## config.mk

```make
export PLATFORM = sky130hd
export DESIGN_NAME = reg_bank_ctrl
export DESIGN_NICKNAME = d
export VERILOG_FILES = /design/src/rtl/reg_bank_pkg.sv /design/src/rtl/reg_bank_ctrl_rr_arbiter.sv /design/src/rtl/reg_bank_ctrl.sv
export SDC_FILE = /design/constraint.sdc
export NUM_CORES = 1
export LEC_CHECK = 0
export CAP_MARGIN = 20
export CORE_MARGIN = 10
export CORE_UTILIZATION = 56
export CTS_CLUSTER_DIAMETER = 50
export DETAILED_ROUTE_END_ITERATION = 7
export GPL_ROUTABILITY_DRIVEN = 0
export HOLD_SLACK_MARGIN = 0.03
export PLACE_DENSITY_LB_ADDON = 0.08
export REMOVE_ABC_BUFFERS = 1
export SYNTH_ARGS = -nofsm -noshare
export SYNTH_HDL_FRONTEND = slang
export SYNTH_SLANG_ARGS = --single-unit
```

## constraint.sdc

```tcl
create_clock -name clk -period 13.6 [get_ports clk]
set_input_delay 2.04 -clock clk [delete_from_list [all_inputs] [get_ports clk]]
set_output_delay 2.04 -clock clk [all_outputs]
set_load 0.01 [all_outputs]
```

## src/rtl/reg_bank_pkg.sv

```systemverilog
// Shared types, default sizes and the round-robin pick helper for reg_bank_ctrl.
package reg_bank_pkg;

  localparam int unsigned DEF_N_REQ  = 4;
  localparam int unsigned DEF_N_REGS = 8;
  localparam int unsigned DEF_WIDTH  = 32;
  localparam int unsigned MAX_REQ    = 8;

  typedef enum logic [1:0] {
    IDLE,
    WRITE,
    CLEAR
  } state_t;

  // Lowest valid index at or above ptr, wrapping modulo n (n <= MAX_REQ).
  function automatic logic [2:0] rr_pick(input logic [MAX_REQ-1:0] valid,
                                         input logic [2:0]         ptr,
                                         input int unsigned        n);
    logic [2:0]  win;
    logic        found;
    int unsigned idx;
    win   = '0;
    found = 1'b0;
    for (int unsigned k = 0; k < MAX_REQ; k++) begin
      idx = ({29'd0, ptr} + k) % n;
      if (k < n && !found && valid[idx[2:0]]) begin
        win   = idx[2:0];
        found = 1'b1;
      end
    end
    return win;
  endfunction

endpackage

```

## src/rtl/reg_bank_ctrl_rr_arbiter.sv

```systemverilog
// Combinational round-robin winner select; the pointer register lives in the caller.
module rr_arbiter
  import reg_bank_pkg::*;
#(
  parameter int unsigned N_REQ = DEF_N_REQ,
  localparam int unsigned IW   = $clog2(N_REQ)
) (
  input  logic [N_REQ-1:0] valid,
  input  logic [IW-1:0]    ptr,
  output logic [IW-1:0]    winner,
  output logic             any_valid
);

  logic [MAX_REQ-1:0] valid_ext;
  logic [2:0]         ptr_ext;
  logic [2:0]         pick;

  // Widen to the helper's fixed width, pick, and narrow back.
  always_comb begin
    valid_ext              = '0;
    valid_ext[N_REQ-1:0]   = valid;
    ptr_ext                = '0;
    ptr_ext[IW-1:0]        = ptr;
    pick                   = rr_pick(valid_ext, ptr_ext, N_REQ);
    winner                 = pick[IW-1:0];
    any_valid              = |valid;
  end

endmodule

```

## src/rtl/reg_bank_ctrl.sv

```systemverilog
// Sole writer of a shared register bank: round-robin write arbitration,
// sequenced bulk clear and a registered read port.
module reg_bank_ctrl
  import reg_bank_pkg::*;
#(
  parameter int unsigned N_REQ  = DEF_N_REQ,
  parameter int unsigned N_REGS = DEF_N_REGS,
  parameter int unsigned WIDTH  = DEF_WIDTH,
  localparam int unsigned AW    = $clog2(N_REGS),
  localparam int unsigned GW    = $clog2(N_REQ)
) (
  input  logic                   clk,
  input  logic                   rst,
  input  logic [N_REQ-1:0]       req_valid,
  input  logic [N_REQ*AW-1:0]    req_addr,
  input  logic [N_REQ*WIDTH-1:0] req_data,
  output logic [N_REQ-1:0]       req_ready,
  input  logic                   clr_start,
  output logic                   clr_done,
  output logic                   busy,
  input  logic [AW-1:0]          rd_addr,
  output logic [WIDTH-1:0]       rd_data,
  output logic [GW-1:0]          grant_id
);

  state_t           state, state_next;
  logic [GW-1:0]    rr_ptr;
  logic [GW-1:0]    win;
  logic             any_valid;
  logic [AW-1:0]    clr_cnt;
  logic             clr_pending;
  logic             clr_go;
  logic             clr_last;
  logic [AW-1:0]    wr_addr;
  logic [WIDTH-1:0] wr_data;
  logic [WIDTH-1:0] bank [N_REGS];

  rr_arbiter #(.N_REQ(N_REQ)) u_arb (
    .valid     (req_valid),
    .ptr       (rr_ptr),
    .winner    (win),
    .any_valid (any_valid)
  );

  // Decode helpers: clear request, last clear step, winner's write port.
  always_comb begin
    clr_go   = clr_pending | clr_start;
    clr_last = (clr_cnt == AW'(N_REGS - 1));
    wr_addr  = req_addr[int'(grant_id)*AW +: AW];
    wr_data  = req_data[int'(grant_id)*WIDTH +: WIDTH];
  end

  // State register.
  always_ff @(posedge clk or posedge rst) begin
    if (rst) state <= IDLE;
    else     state <= state_next;
  end

  // Next state: clear beats writes; WRITE lasts one cycle; CLEAR walks the bank.
  always_comb begin
    state_next = state;
    case (state)
      IDLE:    if (clr_go) state_next = CLEAR;
               else if (any_valid) state_next = WRITE;
      WRITE:   state_next = IDLE;
      CLEAR:   if (clr_last) state_next = IDLE;
      default: state_next = IDLE;
    endcase
  end

  // Outputs decoded from the current state only.
  always_comb begin
    req_ready = '0;
    if (state == WRITE) req_ready[grant_id] = 1'b1;
    clr_done  = (state == CLEAR) && clr_last;
    busy      = (state != IDLE);
  end

  // Arbitration pointer, grant latch, clear sequencing and pending-clear flag.
  always_ff @(posedge clk or posedge rst) begin
    if (rst) begin
      rr_ptr      <= '0;
      grant_id    <= '0;
      clr_cnt     <= '0;
      clr_pending <= 1'b0;
    end else begin
      case (state)
        IDLE: begin
          if (clr_go) begin
            clr_cnt     <= '0;
            clr_pending <= 1'b0;
          end else if (any_valid) begin
            grant_id <= win;
          end
        end
        WRITE: begin
          rr_ptr <= (grant_id == GW'(N_REQ - 1)) ? '0 : grant_id + 1'b1;
          if (clr_start) clr_pending <= 1'b1;
        end
        CLEAR:   clr_cnt <= clr_cnt + 1'b1;
        default: ;
      endcase
    end
  end

  // Bank storage and registered read; a same-cycle write is seen on the next read.
  always_ff @(posedge clk or posedge rst) begin
    if (rst) begin
      for (int unsigned i = 0; i < N_REGS; i++) bank[i] <= '0;
      rd_data <= '0;
    end else begin
      rd_data <= bank[rd_addr];
      if (state == WRITE)      bank[wr_addr] <= wr_data;
      else if (state == CLEAR) bank[clr_cnt] <= '0;
    end
  end

endmodule

```

-- Yosys cells after proc, flatten, opt, wreduce, memory -nomap -nowiden
Index checks and enable logic that the tools add are counted.
- register bits after elaboration: 298
- latch bits: 0
- RAM bits: 0
- memory bits (read-only): 0
- bits of input ports: 150
- output and inout bits: 40
- word-level logic and storage cells: 106
- memories: 0
- add/sub/neg operators: 5
- $mul: 1
- div/mod/pow operators: 0
- order comparisons: 11
- equal/unequal tests: 8
- shift-type cells: 2
- multiplexer cells: 38
- bitwise logic cells: 7
- reductions and logical operators: 20
- operator list (kind ; number):
    2-to-1 mux 256 bit ; 2
    AND 256 bit ; 1
    bitwise mux 256 bit ; 1
    NOT 256 bit ; 1
    demux 32 bit (select 3 bit) ; 2
    2-to-1 mux 32 bit ; 4
    variable part select 128 x 8 -> 32 bit ; 1
    binary-select mux 32 bit (select 3 bit) ; 1
    less-than comparator 2 x 4 -> 1 bit (second input constant) ; 4
    2-to-1 mux 2 bit ; 8
    >= comparator 4 bit (second input constant) ; 3
    NOT 3 -> 4 bit ; 3
    variable part select 12 x 5 -> 3 bit ; 1
    2-to-1 mux 1 bit ; 10
    binary-select mux 1 bit (select 2 bit) ; 4
    less-than comparator 4 x 1 -> 1 bit (second input constant) ; 2
    nonzero test 2 bit ; 4
    logical AND 1 bit ; 7
    != test 2 bit (second input constant) ; 3
    one-hot mux 3 bit (2 select lines) ; 1
    AND reduction 3 bit ; 2
    adder 2 x 1 -> 2 bit (second input constant) ; 2
    adder 2 bit (second input constant) ; 2
    equality test 2 bit (second input constant) ; 2
    other kinds (18) ; 21

-- Depth between registers and ports, before layout
Gate-level depths: netlist (run 1).
- word-level depth: 12
- gate-level depth with buffers: 8
- mapped depth without buffers: 4

-- By module
Synthesis (run 1) repeated with hierarchy kept, for this count alone.
- cells, all modules: 1533
- area, all modules: 15576.2 um^2
- modules (own cells, without submodules) (module ; instances ; cells each ; area an instance (um^2) ; seq. area each (um^2)):
    reg_bank_ctrl ; 1 ; 1518 ; 15498.6 ; 7457.2
    rr_arbiter ; 1 ; 15 ; 77.6 ; 0.0

-- Worst setup path before layout (run 1)
Ideal clock, no wire load.
- kind: input port to flip-flop
- start: input rd_addr[0]
- end: register rd_data[10]
- setup time: 125 ps
- data arrival time: 3603 ps
- required time: 13475 ps
- path slack: 9873 ps
- stages: 4
- path buffers: 2
- path through: buf_2 -> buf_1 -> mux4_2 -> mux2_2
- longest elaborated chain between the ends: 4
- RTL lines (what ; line ; RTL):
    start, declared ; reg_bank_ctrl.sv:21 ; input logic [AW-1:0] rd_addr,
    NOT 3 -> 4 bit (not written as such) ; reg_bank_ctrl.sv:112 ; rd_data <= bank[rd_addr];
    binary-select mux 32 bit (select 3 bit) ; reg_bank_ctrl.sv:112 ;
    2-to-1 mux 32 bit (not written as such) (2 in series) ; reg_bank_ctrl.sv:112 ;
    end signal, assigned ; reg_bank_ctrl.sv:112 ;
    end, declared ; reg_bank_ctrl.sv:22 ; output logic [WIDTH-1:0] rd_data,
Every way passes these cells. The select of a mux whose other input is x is not followed.
A chain may end at the register's enable or synchronous reset.

-- Worst setup path in the final report (run 1)
- start: register grant_id[0]
- end: output req_ready[2]
- longest elaborated chain between the ends: 5
- elaborated cells on any way between the ends: 6
- classes of those cells: order compare: 2; mux: 3; reduce/logical: 1
- RTL lines (what ; line ; RTL):
    start, declared ; reg_bank_ctrl.sv:23 ; output logic [GW-1:0] grant_id
    start signal, assigned ; reg_bank_ctrl.sv:93 ; grant_id <= win;
    less-than comparator 2 x 3 -> 1 bit (not written as such) or >= comparator 2 x 1 -> 1 bit (tied branches) ; reg_bank_ctrl.sv:74 ; if (state == WRITE) req_ready[grant_id] = 1'b1;
    logical AND 1 bit (not written as such) ; reg_bank_ctrl.sv:74 ;
    2-to-1 mux 1 bit (not written as such) ; reg_bank_ctrl.sv:74 ;
    demux 1 bit (select 2 bit) * ; reg_bank_ctrl.sv:74 ;
    2-to-1 mux 4 bit * ; reg_bank_ctrl.sv:74 ;
    end, declared ; reg_bank_ctrl.sv:17 ; output logic [N_REQ-1:0] req_ready,
Mark *: on every way between the ends. The rest lies on a longest branch, timed or not.

==> results of run 1 <==
[sequential cells by signal, summed over array words and instances (netlist names)]
signal       cells
bank           256
grant_id         2
clr_pending      1
rr_ptr           2
clr_cnt          3
state            2
rd_data         32
[kinds of logic after synthesis]
logic type      Yosys count  synth area share
simple gates            347             0.108
flops                   298             0.513
compound gates          280             0.158
mux                     133             0.180
buf+inv                 121            0.0365
fa+ha+maj                 6           0.00517
[layout make-up]
cell class                      count  area [sq um]  area share
Clock inverter                     14           126     0.00711
Tap cell                          330           413      0.0232
Clock buffer                       49          1030      0.0580
Multi-Input combinational cell    766          6610       0.372
Sequential cell                   298          7460       0.419
Timing Repair Buffer              218          2110       0.119
Inverter                            7          33.8     0.00190
[cell usage after synthesis]
master and count:
sky130_fd_sc_hd__dfrtp_1 298, sky130_fd_sc_hd__nand2_1 245, sky130_fd_sc_hd__a22o_1 162, sky130_fd_sc_hd__mux4_2 99
sky130_fd_sc_hd__o211ai_1 90, sky130_fd_sc_hd__clkbuf_1 64, sky130_fd_sc_hd__nand3_1 34, sky130_fd_sc_hd__and3_1 33
sky130_fd_sc_hd__mux2_2 32, sky130_fd_sc_hd__buf_2 31, sky130_fd_sc_hd__buf_1 14, sky130_fd_sc_hd__and2_1 12
sky130_fd_sc_hd__inv_1 7, sky130_fd_sc_hd__ha_1 6, sky130_fd_sc_hd__buf_6 5, sky130_fd_sc_hd__nor3_1 5
sky130_fd_sc_hd__nor2b_1 4, sky130_fd_sc_hd__a21oi_1 3, sky130_fd_sc_hd__a221o_1 3, sky130_fd_sc_hd__a31oi_1 3
sky130_fd_sc_hd__a32oi_1 3, sky130_fd_sc_hd__nand2b_1 3, sky130_fd_sc_hd__o21ai_0 3, sky130_fd_sc_hd__o21ai_1 3
sky130_fd_sc_hd__o22ai_1 3, sky130_fd_sc_hd__mux2i_1 2, sky130_fd_sc_hd__nor4_1 2, sky130_fd_sc_hd__nor4b_4 2
sky130_fd_sc_hd__o21a_1 2, sky130_fd_sc_hd__o221ai_1 2, sky130_fd_sc_hd__o22ai_2 2, sky130_fd_sc_hd__or2_2 2
sky130_fd_sc_hd__a21o_1 1, sky130_fd_sc_hd__and4_1 1, sky130_fd_sc_hd__nor2_1 1, sky130_fd_sc_hd__nor4_4 1
sky130_fd_sc_hd__nor4bb_1 1, sky130_fd_sc_hd__or3_1 1
[per-layer routing]
layer | track usage | vias up | part of all wire
met5 | 0 | - | 0
met3 | 0.0583 | 74 | 0.084
met2 | 0.395 | 554 | 0.47
li1 | - | 4755 | -
met4 | 0.0768 | 0 | 0.021
met1 | 0.350 | 5814 | 0.42
[cells in the final DEF, fill, tap and decap left out, types with 3 or more instances in the layout]
cell type	n
sky130_fd_sc_hd__dfrtp_1	296
sky130_fd_sc_hd__nand2_1	245
sky130_fd_sc_hd__clkdlybuf4s50_1	186
sky130_fd_sc_hd__a22o_1	162
sky130_fd_sc_hd__mux4_2	99
sky130_fd_sc_hd__o211ai_1	90
sky130_fd_sc_hd__clkbuf_16	37
sky130_fd_sc_hd__nand3_1	34
sky130_fd_sc_hd__and3_1	33
sky130_fd_sc_hd__mux2_2	32
sky130_fd_sc_hd__buf_4	28
sky130_fd_sc_hd__and2_1	11
sky130_fd_sc_hd__clkinv_2	10
sky130_fd_sc_hd__inv_1	6
sky130_fd_sc_hd__ha_1	6
sky130_fd_sc_hd__clkbuf_1	6
sky130_fd_sc_hd__clkbuf_8	6
sky130_fd_sc_hd__nor3_1	5
sky130_fd_sc_hd__o22ai_2	5
sky130_fd_sc_hd__a31oi_2	3
sky130_fd_sc_hd__a32oi_1	3
sky130_fd_sc_hd__o21ai_1	3
sky130_fd_sc_hd__a221o_1	3
sky130_fd_sc_hd__a21oi_1	3
sky130_fd_sc_hd__o21ai_0	3
[power by group through the flow]
| stage | combinational, mW | sequential (mW) | clock [mW] |
|---|---|---|---|
| after floorplan | 0.730 | 1.28 | 0 |
| after global placement | 1.15 | 1.31 | 0 |
| after detailed placement | 1.18 | 1.33 | 0 |
| after CTS | 1.19 | 1.31 | 0.945 |
| after global routing | 1.30 | 1.35 | 0.983 |
| final | 1.20 | 1.32 | 0.938 |
[metrics by stage]
stage | hold slack, ns | total power, mW
global route | 0.503 | 3.63
detailed placement | 0.478 | 2.51
finish | 0.490 | 3.46
CTS | 0.495 | 3.45
global placement | 0.477 | 2.46
floorplan | 0.461 | 2.01
[how the worst max path moves through the flow]
| stage | startpoint | end | slack, ns | cells past startpoint |
|---|---|---|---|---|
| 6_report | grant_id[0]$_DFFE_PP0P_ | req_ready[2] | 8.72 | 5 |
| 5_1_grt | grant_id[0]$_DFFE_PP0P_ | req_ready[2] | 8.48 | 5 |
| 4_1_cts | grant_id[0]$_DFFE_PP0P_ | req_ready[2] | 8.63 | 5 |
| 3_5_place_dp | req_addr[11] | bank[159]$_DFFE_PP0P_ | 8.43 | 6 |
| 3_3_place_gp | req_addr[11] | bank[133]$_DFFE_PP0P_ | 8.52 | 6 |
| 2_1_floorplan | rst | bank[0]$_DFFE_PP0P_ | 3.33 | 1 |
==> PnR_summary.wiki, run 1 <==
{| class="wikitable"
! Metric !! Value
|-
| Outcome || complete, no violations
|-
| Number of design rule violations left after detail routing || 0
|-
| Cell-internal power || 2.19 mW
|-
| Power per standard cell area || 194 mW/mm^2
|-
| Slew at the pin closest to its max-slew limit || 1.11 ns
|-
| Switch share || 0.367
|-
| Routed WL || 42300 microns
|-
| Sequential fraction of the synthesis area || 0.513
|-
| Overall global routing resource usage || 0.254
|-
| Reg-to-reg slack, setup || 9.40 ns
|-
| Sequential cell fraction of total power || 0.381
|-
| Setup slack after layout || 8.72 ns
|-
| Clock period minus final worst setup slack || 4.88 ns
|-
| Routed WL per cell || 25.1 microns
|-
| Horizontal die dimension || 181 microns
|-
| Number of sinks driven by the clock tree || 298
|-
| Critical path capture point type || output port
|-
| Max-Slew Margin vs Limit || 0.262
|-
| Resized Gates After CTS || 0
|-
| Area of the mapped netlist || 0.0145 sq mm
|-
| Final HPWL DP || 25000 microns
|-
| Height of the die || 181 microns
|-
| Antenna diodes || 0
|-
| Critical Path RT || 11.56 ns
|-
| Mean instance size in the synthesized netlist || 12.3 sq um
|-
| Detailed-routing iteration count for the pre-antenna-repair pass || 5
|-
| Cell class contributing the biggest share of worst-path delay || buffers and inverters
|-
| Number of CTS-inserted buffers || 35
|-
| Total Negative Setup Slacks || 0 ns
|-
| DRT iter0 DRCs || 1214
|-
| Crit path launch type || flip-flop
|-
| Cell taking the most area after synthesis || sky130_fd_sc_hd__dfrtp_1
|-
| Initial antenna violation count || 0
|-
| Path depth of the worst reg2reg path || 8
|-
| Largest stage delay on the critical path || 0.78 ns
|-
| Final worst clock skew || 0.0133 ns
|-
| H-Tree Level Count || 2
|-
| Final setup fails || 0
|-
| Filler cell count || 1794
|-
| Critical R2R Launch || grant_id[0]$_DFFE_PP0P_
|-
| Number of buffers added for setup after CTS || 0
|-
| Share of the core filled with cells || 0.702
|-
| CTS max path bufs || 3
|-
| RSZ-0062 raised after global routing || false
|-
| Start point of the worst hold path || bank[40]$_DFFE_PP0P_
|-
| Pleak || 7.71 nW
|-
| Share of the synthesized area in the top cell type || 0.513
|-
| Post-synthesis cell type count || 38
|-
| Fraction of layout cells with a size suffix above 1 || 0.179
|-
| Global-route wire length before repair || 67500 microns
|-
| Critical path buffer and inverter count || 3
|-
| Number of global-route vias before repair || 11900
|-
| Max-slew violation count || 0
|-
| Max cap viols || 0
|-
| Main area contributors after synthesis || sky130_fd_sc_hd__dfrtp_1, sky130_fd_sc_hd__mux4_2, sky130_fd_sc_hd__a22o_1
|-
| Cell depth of the worst hold path || 1
|-
| Arr. time, crit path || 2.84 ns
|-
| Hold WC Path Type || flip-flop to flip-flop
|-
| Endpoint of the lowest-slack register-to-register path || bank[24]$_DFFE_PP0P_
|-
| Number of buffers inserted by port buffering || 189
|-
| Final design area excluding fillers || 0.0178 sq mm
|-
| Flip-flop and latch count after synthesis || 298
|-
| Vias post-DR || 11200
|-
| Count of nets left with antenna violations after detail routing || 0
|-
| Power dissipated by switching net loads || 1.27 mW
|-
| Number of cells in the design after placement || 1617
|-
| Synth-to-Final Area Change || 22.4%
|-
| Net total in the final layout || 1482
|-
| Clock transition at the registers of the reported paths || 0.06 ns
|-
| Critical path's slowest cell || sky130_fd_sc_hd__dfrtp_2
|-
| Largest voltage drop on the vdd net || 140 uV
|-
| Core area || 0.0253 sq mm
|-
| Critical path class || flip-flop to output port
|-
| Congestion Overflow GR || 0
|-
| Top fanout value on the critical path || 25
|-
| Worst slack at placement || 8.43 ns
|-
| Buffer type at the clock tree root || sky130_fd_sc_hd__clkbuf_16
|-
| Hold EP || bank[40]$_DFFE_PP0P_
|-
| CTS tree || done
|-
| Relative contribution of the clock network to total power || 0.271
|-
| Combinational share of power || 0.348
|-
| Initial cell density of the core || 0.574
|-
| Clock latency at the later pin of the worst-skew pair || 0.51 ns
|-
| Number of warnings issued by yosys || 0
|-
| Row cnt || 58
|-
| Total placed instance area || 0.0166 sq mm
|-
| Ordered cell list for the critical path || buf_4, inv_1, ha_1, and2_1, clkdlybuf4s50_1
|-
| Number of buffers inserted by hold repair at cts || 0
|-
| Fmax || 205 MHz
|-
| Share of the clock period used by the worst path after layout || 0.359
|-
| Boundary pin count || 190
|-
| Post-Layout Cell Count || 1682
|-
| Largest net degree at the start of global routing || 93
|-
| Avg Vias per Cell || 6.66
|-
| Final hold violations || 0
|-
| Die Footprint || 0.0328 sq mm
|-
| Number of cells produced by synthesis || 1185
|}
Note: power is estimated with default switching activity, not from simulation.
==> inputs of run 2 (changes only) <==
--- a/config.mk
+++ b/config.mk
@@ -7,7 +7,7 @@
 export LEC_CHECK = 0
 export CAP_MARGIN = 20
 export CORE_MARGIN = 10
-export CORE_UTILIZATION = 56
+export CORE_UTILIZATION = 50
 export CTS_CLUSTER_DIAMETER = 50
 export DETAILED_ROUTE_END_ITERATION = 7
 export GPL_ROUTABILITY_DRIVEN = 0
==> constraint.sdc (replaced) <==
create_clock -name clk -period 4.2 [get_ports clk]
set_input_delay 0.63 -clock clk [delete_from_list [all_inputs] [get_ports clk]]
set_output_delay 0.63 -clock clk [all_outputs]
set_load 0.01 [all_outputs]
==> PnR_summary.wiki, run 2 (same netlist as run 1, synthesis figures left out) <==
{| class="wikitable"
! Metric !! Value
|-
| Cell class contributing the biggest share of worst-path delay || buffers and inverters (unchanged)
|-
| Number of global-route vias before repair || 11900 (about the same)
|-
| Start point of the worst hold path || bank[99]$_DFFE_PP0P_ (was bank[40]$_DFFE_PP0P_)
|-
| Worst slack at placement || 0.810 ns (was 8.43 ns)
|-
| CTS max path bufs || 3 (unchanged)
|-
| CTS tree || done (unchanged)
|-
| Synth-to-Final Area Change || 24.0% (was 22.4%)
|-
| Overall global routing resource usage || 0.250 (was 0.254)
|-
| Max cap viols || 0 (unchanged)
|-
| Height of the die || 190 microns (was 181 microns)
|-
| Final hold violations || 0 (unchanged)
|-
| Die Footprint || 0.0363 sq mm (was 0.0328 sq mm)
|-
| Largest net degree at the start of global routing || 107 (was 93)
|-
| H-Tree Level Count || 2 (unchanged)
|-
| Final worst clock skew || 0.0125 ns (was 0.0133 ns)
|-
| Ordered cell list for the critical path || buf_4, inv_1, ha_1, and2_1, clkdlybuf4s50_1 (unchanged)
|-
| Number of buffers inserted by port buffering || 189 (unchanged)
|-
| Reg-to-reg slack, setup || 1.08 ns (was 9.40 ns)
|-
| Commonest non-fill, non-tap cells in the layout || sky130_fd_sc_hd__dfrtp_1, sky130_fd_sc_hd__nand2_1, sky130_fd_sc_hd__clkdlybuf4s50_1 (unchanged)
|-
| Detailed-routing iteration count for the pre-antenna-repair pass || 5 (unchanged)
|-
| Max-Slew Margin vs Limit || 0.278 (was 0.262)
|-
| Register containing the most flip-flops in the final layout || bank (unchanged)
|-
| Largest register FFs || 256 (unchanged)
|-
| Final HPWL DP || 27200 microns (was 25000 microns)
|-
| Fmax || 314 MHz
|-
| Hold WC Path Type || flip-flop to flip-flop (unchanged)
|-
| Path depth of the worst reg2reg path || 5 (was 8)
|-
| Clock transition at the registers of the reported paths || 0.06 ns (about the same)
|-
| Max-slew violation count || 0 (unchanged)
|-
| Net total in the final layout || 1499 (was 1482)
|-
| Antenna diodes || 0 (unchanged)
|-
| Row cnt || 62 (was 58)
|-
| Combinational share of power || 0.363 (was 0.348)
|-
| Critical path buffer and inverter count || 3 (unchanged)
|-
| Cell-internal power || 7.08 mW (was 2.19 mW)
|-
| Filler cell count || 2246 (was 1794)
|-
| Number of sinks driven by the clock tree || 298 (unchanged)
|-
| Outcome || complete, no violations (unchanged)
|-
| Core area || 0.0287 sq mm (was 0.0253 sq mm)
|-
| Avg Vias per Cell || 6.37 (was 6.66)
|-
| Critical path origin || grant_id[0]$_DFFE_PP0P_ (unchanged)
|-
| Switch share || 0.371 (was 0.367)
|-
| Clock period minus final worst setup slack || 3.19 ns
|-
| Clock latency at the later pin of the worst-skew pair || 0.52 ns (was 0.51 ns)
|-
| Boundary pin count || 190 (unchanged)
|-
| Number of design rule violations left after detail routing || 0 (unchanged)
|-
| DRT iter0 DRCs || 908 (was 1214)
|-
| Arr. time, crit path || 2.56 ns (was 2.84 ns)
|-
| Post-Layout Cell Count || 1751 (was 1682)
|-
| RSZ-0062 raised after global routing || false (unchanged)
|-
| Count of nets left with antenna violations after detail routing || 0 (unchanged)
|-
| Fraction of layout cells with a size suffix above 1 || 0.186 (was 0.179)
|-
| Sequential cell fraction of total power || 0.369 (was 0.381)
|-
| Number of buffers added for setup after CTS || 0 (unchanged)
|-
| Storage element area || 0.00746 sq mm (unchanged)
|-
| Critical R2R Launch || grant_id[0]$_DFFE_PP0P_ (unchanged)
|-
| Buffer type at the clock tree root || sky130_fd_sc_hd__clkbuf_16 (unchanged)
|-
| Global-route wire length before repair || 70900 microns (was 67500 microns)
|-
| Power per standard cell area || 625 mW/mm^2 (was 194 mW/mm^2)
|-
| Hold EP || bank[99]$_DFFE_PP0P_ (was bank[40]$_DFFE_PP0P_)
|-
| Critical Path RT || 3.57 ns (was 11.56 ns)
|-
| Vias post-DR || 11200 (about the same)
|-
| Total Power || 11.3 mW (was 3.46 mW)
|-
| Routed WL || 45000 microns (was 42300 microns)
|-
| Pleak || 7.80 nW (was 7.71 nW)
|-
| Cell depth of the worst hold path || 1 (unchanged)
|-
| Critical path capture point type || output port (unchanged)
|-
| Routed WL per cell || 25.7 microns (was 25.1 microns)
|-
| Number of buffers inserted by hold repair at cts || 0 (unchanged)
|-
| Final setup fails || 0 (unchanged)
|-
| Critical path class || flip-flop to output port (unchanged)
|-
| Largest voltage drop on the vdd net || 430 uV (was 140 uV)
|-
| Total Negative Setup Slacks || 0 ns (unchanged)
|-
| Initial cell density of the core || 0.506 (was 0.574)
|-
| Crit path launch type || flip-flop (unchanged)
|-
| Largest registers || bank (256), rd_data (32), clr_cnt (3) (unchanged)
|-
| Power dissipated by switching net loads || 4.18 mW (was 1.27 mW)
|-
| Largest stage delay on the critical path || 0.67 ns (was 0.78 ns)
|-
| Critical path's slowest cell || sky130_fd_sc_hd__dfrtp_2 (unchanged)
|-
| Setup slack after layout || 1.01 ns (was 8.72 ns)
|-
| Number of cells in the design after placement || 1689 (was 1617)
|-
| Congestion Overflow GR || 0 (unchanged)
|-
| Area used by multi-input combinational logic || 0.00661 sq mm (about the same)
|-
| Relative contribution of the clock network to total power || 0.268 (was 0.271)
|-
| Most common cell after layout, fill and taps aside || sky130_fd_sc_hd__dfrtp_1 (unchanged)
|-
| Initial antenna violation count || 0 (unchanged)
|-
| Share of the clock period used by the worst path after layout || 0.758
|-
| Horizontal die dimension || 190 microns (was 181 microns)
|-
| Top fanout value on the critical path || 16 (was 25)
|-
| Number of CTS-inserted buffers || 36 (was 35)
|-
| Endpoint of the lowest-slack register-to-register path || bank[52]$_DFFE_PP0P_ (was bank[24]$_DFFE_PP0P_)
|-
| Slew at the pin closest to its max-slew limit || 1.08 ns (was 1.11 ns)
|-
| Resized Gates After CTS || 0 (unchanged)
|}
## run 2: layout make-up
| type | instances | area share |
|---|---|---|
| Sequential cell | 298 | 0.414 |
| Tap cell | 384 | 0.0267 |
| Inverter | 7 | 0.00187 |
| Multi-Input combinational cell | 766 | 0.367 |
| Clock inverter | 13 | 0.00694 |
| Clock buffer | 49 | 0.0561 |
| Timing Repair Buffer | 234 | 0.128 |
## run 2: per-layer routing
layer	vias to the layer above	wire length, microns	share of wire	GRT usage
met5	-	0	0	0
met4	0	1010	0.022	0.0763
met3	84	4090	0.091	0.0607
met2	531	21000	0.47	0.384
met1	5746	18900	0.42	0.344
li1	4790	-	-	-
## run 2: how the worst max path moves through the flow
stage                     depth (start not counted)                    end
after CTS                                         5           req_ready[2]
after global routing                              3               clr_done
final                                             5           req_ready[2]
after global placement                            6  bank[230]$_DFFE_PP0P_
after floorplan                                   1    bank[0]$_DFFE_PP0P_
after detailed placement                          6  bank[232]$_DFFE_PP0P_
## run 2: stage by stage
step | utilization | instance area [sq um] | hold WS, ns
2_1_floorplan | - | 14000 | 0.461
3_3_place_gp | 0.588 | 16900 | 0.477
3_5_place_dp | 0.588 | 16900 | 0.479
4_1_cts | 0.628 | 18000 | 0.497
5_1_grt | 0.628 | 18000 | 0.505
6_report | 0.628 | 18000 | 0.493
## run 2: power groups by stage
stage / Clock [mW] / Sequential [mW] / Combinational (mW)
floorplan: 0 / 4.16 / 2.36
global placement: 0 / 4.15 / 3.98
detailed placement: 0 / 4.17 / 4.07
CTS: 3.05 / 4.14 / 4.09
global route: 3.16 / 4.25 / 4.43
finish: 3.02 / 4.15 / 4.09
==> inputs of run 3 (changes only) <==
==> constraint.sdc (replaced) <==
create_clock -name clk -period 2.9 [get_ports clk]
set_input_delay 0.435 -clock clk [delete_from_list [all_inputs] [get_ports clk]]
set_output_delay 0.435 -clock clk [all_outputs]
set_load 0.01 [all_outputs]
==> PnR_summary.wiki, run 3 (same netlist as run 1, synthesis figures left out) <==
{| class="wikitable"
! Metric !! Value
|-
| Pleak || 7.91 nW (was 7.80 nW)
|-
| Cell-internal power || 10.4 mW (was 7.08 mW)
|-
| Clock latency at the later pin of the worst-skew pair || 0.51 ns (was 0.52 ns)
|-
| Power dissipated by switching net loads || 6.03 mW (was 4.18 mW)
|-
| DRT iter0 DRCs || 1107 (was 908)
|-
| Congestion Overflow GR || 0 (unchanged)
|-
| Horizontal die dimension || 190 microns (unchanged)
|-
| H-Tree Level Count || 2 (unchanged)
|-
| Commonest non-fill, non-tap cells in the layout || sky130_fd_sc_hd__dfrtp_1, sky130_fd_sc_hd__nand2_1, sky130_fd_sc_hd__clkdlybuf4s50_1 (unchanged)
|-
| Setup slack after layout || 0.101 ns (was 1.01 ns)
|-
| Top fanout value on the critical path || 16 (unchanged)
|-
| Largest registers || bank (256), rd_data (32), clr_cnt (3) (unchanged)
|-
| Register containing the most flip-flops in the final layout || bank (unchanged)
|-
| Post-Layout Cell Count || 1765 (was 1751)
|-
| Critical path buffer and inverter count || 1 (was 3)
|-
| Number of buffers added for setup after CTS || 0 (unchanged)
|-
| Final setup fails || 0 (unchanged)
|-
| Number of buffers inserted by port buffering || 189 (unchanged)
|-
| Largest stage delay on the critical path || 0.63 ns (was 0.67 ns)
|-
| Clock period minus final worst setup slack || 2.80 ns
|-
| Combinational share of power || 0.371 (was 0.363)
|-
| Fraction of layout cells with a size suffix above 1 || 0.195 (was 0.186)
|-
| Avg Vias per Cell || 6.30 (was 6.37)
|-
| CTS max path bufs || 3 (unchanged)
|-
| Die Footprint || 0.0363 sq mm (unchanged)
|-
| Buffer type at the clock tree root || sky130_fd_sc_hd__clkbuf_16 (unchanged)
|-
| Number of design rule violations left after detail routing || 0 (unchanged)
|-
| Hold WC Path Type || input pin to asynchronous set/reset pin (was flip-flop to flip-flop)
|-
| Row cnt || 62 (unchanged)
|-
| Global-route wire length before repair || 70300 microns (was 70900 microns)
|-
| Max cap viols || 0 (unchanged)
|-
| Max-Slew Margin vs Limit || 0.500 (was 0.278)
|-
| Initial antenna violation count || 0 (unchanged)
|-
| Critical R2R Launch || grant_id[0]$_DFFE_PP0P_ (unchanged)
|-
| Clock transition at the registers of the reported paths || 0.06 ns (about the same)
|-
| Count of nets left with antenna violations after detail routing || 0 (unchanged)
|-
| Largest net degree at the start of global routing || 71 (was 107)
|-
| Routed WL || 44100 microns (was 45000 microns)
|-
| Path depth of the worst reg2reg path || 4 (was 5)
|-
| Number of sinks driven by the clock tree || 298 (unchanged)
|-
| Initial cell density of the core || 0.506 (unchanged)
|-
| Ordered cell list for the critical path || nor2b_2, and2_1, clkdlybuf4s50_1 (was buf_4, inv_1, ha_1, and2_1, clkdlybuf4s50_1)
|-
| Number of CTS-inserted buffers || 36 (unchanged)
|-
| Crit path launch type || flip-flop (unchanged)
|-
| Largest register FFs || 256 (unchanged)
|-
| Relative contribution of the clock network to total power || 0.266 (was 0.268)
|-
| Number of buffers inserted by hold repair at cts || 0 (unchanged)
|-
| Filler cell count || 2206 (was 2246)
|-
| Endpoint of the lowest-slack register-to-register path || bank[40]$_DFFE_PP0P_ (was bank[52]$_DFFE_PP0P_)
|-
| Outcome || complete, no violations (unchanged)
|-
| Most common cell after layout, fill and taps aside || sky130_fd_sc_hd__dfrtp_1 (unchanged)
|-
| Vias post-DR || 11100 (was 11200)
|-
| Routed WL per cell || 25.0 microns (was 25.7 microns)
|-
| Final worst clock skew || 0.0136 ns (was 0.0125 ns)
|-
| Reg-to-reg slack, setup || 0.52 ns (was 1.08 ns)
|-
| Height of the die || 190 microns (unchanged)
|-
| Sequential cell fraction of total power || 0.363 (was 0.369)
|-
| Critical path class || flip-flop to output port (unchanged)
|-
| Power per standard cell area || 901 mW/mm^2 (was 625 mW/mm^2)
|-
| Critical Path RT || 2.47 ns (was 3.57 ns)
|-
| Boundary pin count || 190 (unchanged)
|-
| Overall global routing resource usage || 0.245 (was 0.250)
|-
| Share of the clock period used by the worst path after layout || 0.965
|-
| Core area || 0.0287 sq mm (unchanged)
|-
| Largest voltage drop on the vdd net || 638 uV (was 430 uV)
|-
| Final hold violations || 0 (unchanged)
|-
| RSZ-0062 raised after global routing || false (unchanged)
|-
| Fmax || 357 MHz
|-
| Net total in the final layout || 1511 (was 1499)
|-
| Total placed instance area || 0.0171 sq mm (was 0.0169 sq mm)
|-
| Switch share || 0.367 (was 0.371)
|-
| Slew at the pin closest to its max-slew limit || 0.747 ns (was 1.08 ns)
|-
| Cell class contributing the biggest share of worst-path delay || simple AND/OR/NAND/NOR gates (was buffers and inverters)
|-
| Final design area excluding fillers || 0.0182 sq mm (was 0.0180 sq mm)
|-
| Arr. time, crit path || 2.36 ns (was 2.56 ns)
|-
| Synth-to-Final Area Change || 25.6% (was 24.0%)
|-
| Number of cells in the design after placement || 1701 (was 1689)
|-
| Critical path capture point type || output port (unchanged)
|-
| Detailed-routing iteration count for the pre-antenna-repair pass || 5 (unchanged)
|-
| Total Power || 16.4 mW (was 11.3 mW)
|-
| Final HPWL DP || 28200 microns (was 27200 microns)
|-
| Max-slew violation count || 0 (unchanged)
|-
| Number of global-route vias before repair || 11800 (was 11900)
|-
| Critical path's slowest cell || sky130_fd_sc_hd__nor2b_2 (was sky130_fd_sc_hd__dfrtp_2)
|-
| Antenna diodes || 0 (unchanged)
|-
| Worst slack at placement || 0.219 ns (was 0.810 ns)
|-
| CTS tree || done (unchanged)
|}
## run 3: cell types whose count changed in the layout (fill, tap and decap cells not counted), sizes merged
| cell | previous run | this run |
|---|---|---|
| clkinv | 10 | 9 |
| buf | 48 | 60 |
| bufinv | 2 | 1 |
| inv | 7 | 8 |
| clkbuf | 49 | 51 |
| clkinvlp | 1 | 2 |
## run 3: how the worst max path moves through the flow
stage | cells after the start | to | slack [ns] | start
after floorplan | 1 | bank[0]$_DFFE_PP0P_ | -5.77 | rst
after global placement | 7 | bank[204]$_DFFE_PP0P_ | 0.25 | req_addr[9]
after CTS | 5 | req_ready[0] | 0.05 | grant_id[0]$_DFFE_PP0P_
after detailed placement | 7 | bank[204]$_DFFE_PP0P_ | 0.22 | req_addr[9]
final | 3 | req_ready[1] | 0.10 | state[1]$_DFFE_PP0P_
after global routing | 3 | req_ready[0] | 0.02 | state[1]$_DFFE_PP0P_
## run 3: final cells by class
class,count,area (sq um),area share
Tap cell,384,480,0.0263
Timing Repair Buffer,246,2510,0.138
Clock buffer,51,1050,0.0575
Sequential cell,298,7460,0.409
Clock inverter,13,106,0.00583
Inverter,7,33.8,0.00185
Multi-Input combinational cell,766,6610,0.362
## run 3: layer usage
metal  vias to the layer above  track usage  wire length, microns
li1                       4810            -                     -
met1                      5752        0.348                 18900
met2                       474        0.377                 20700
met3                        78       0.0481                  3460
met4                         0       0.0697                  1030
met5                         -            0                     0
## run 3: timing repair
action	CTS	global route
setup endpoints to repair	0	2
resized for setup	0	1
hold endpoints to repair	0	0
## run 3: metrics by stage
stage | hold WS [ns] | TNS, ns | util
after floorplan | 0.461 | -2205.00 | -
after global placement | 0.477 | 0 | 0.595
after detailed placement | 0.479 | 0 | 0.595
after CTS | 0.383 | 0 | 0.636
after global routing | 0.419 | 0 | 0.636
final | 0.366 | 0 | 0.636
## run 3: power groups by stage
| stage | clock network [mW] | logic, mW | registers (mW) |
|---|---|---|---|
| global route | 4.62 | 6.61 | 6.11 |
| CTS | 4.43 | 6.11 | 5.96 |
| finish | 4.38 | 6.10 | 5.97 |
| global placement | 0 | 5.96 | 5.98 |
| floorplan | 0 | 3.42 | 6.02 |
| detailed placement | 0 | 6.09 | 6.01 |
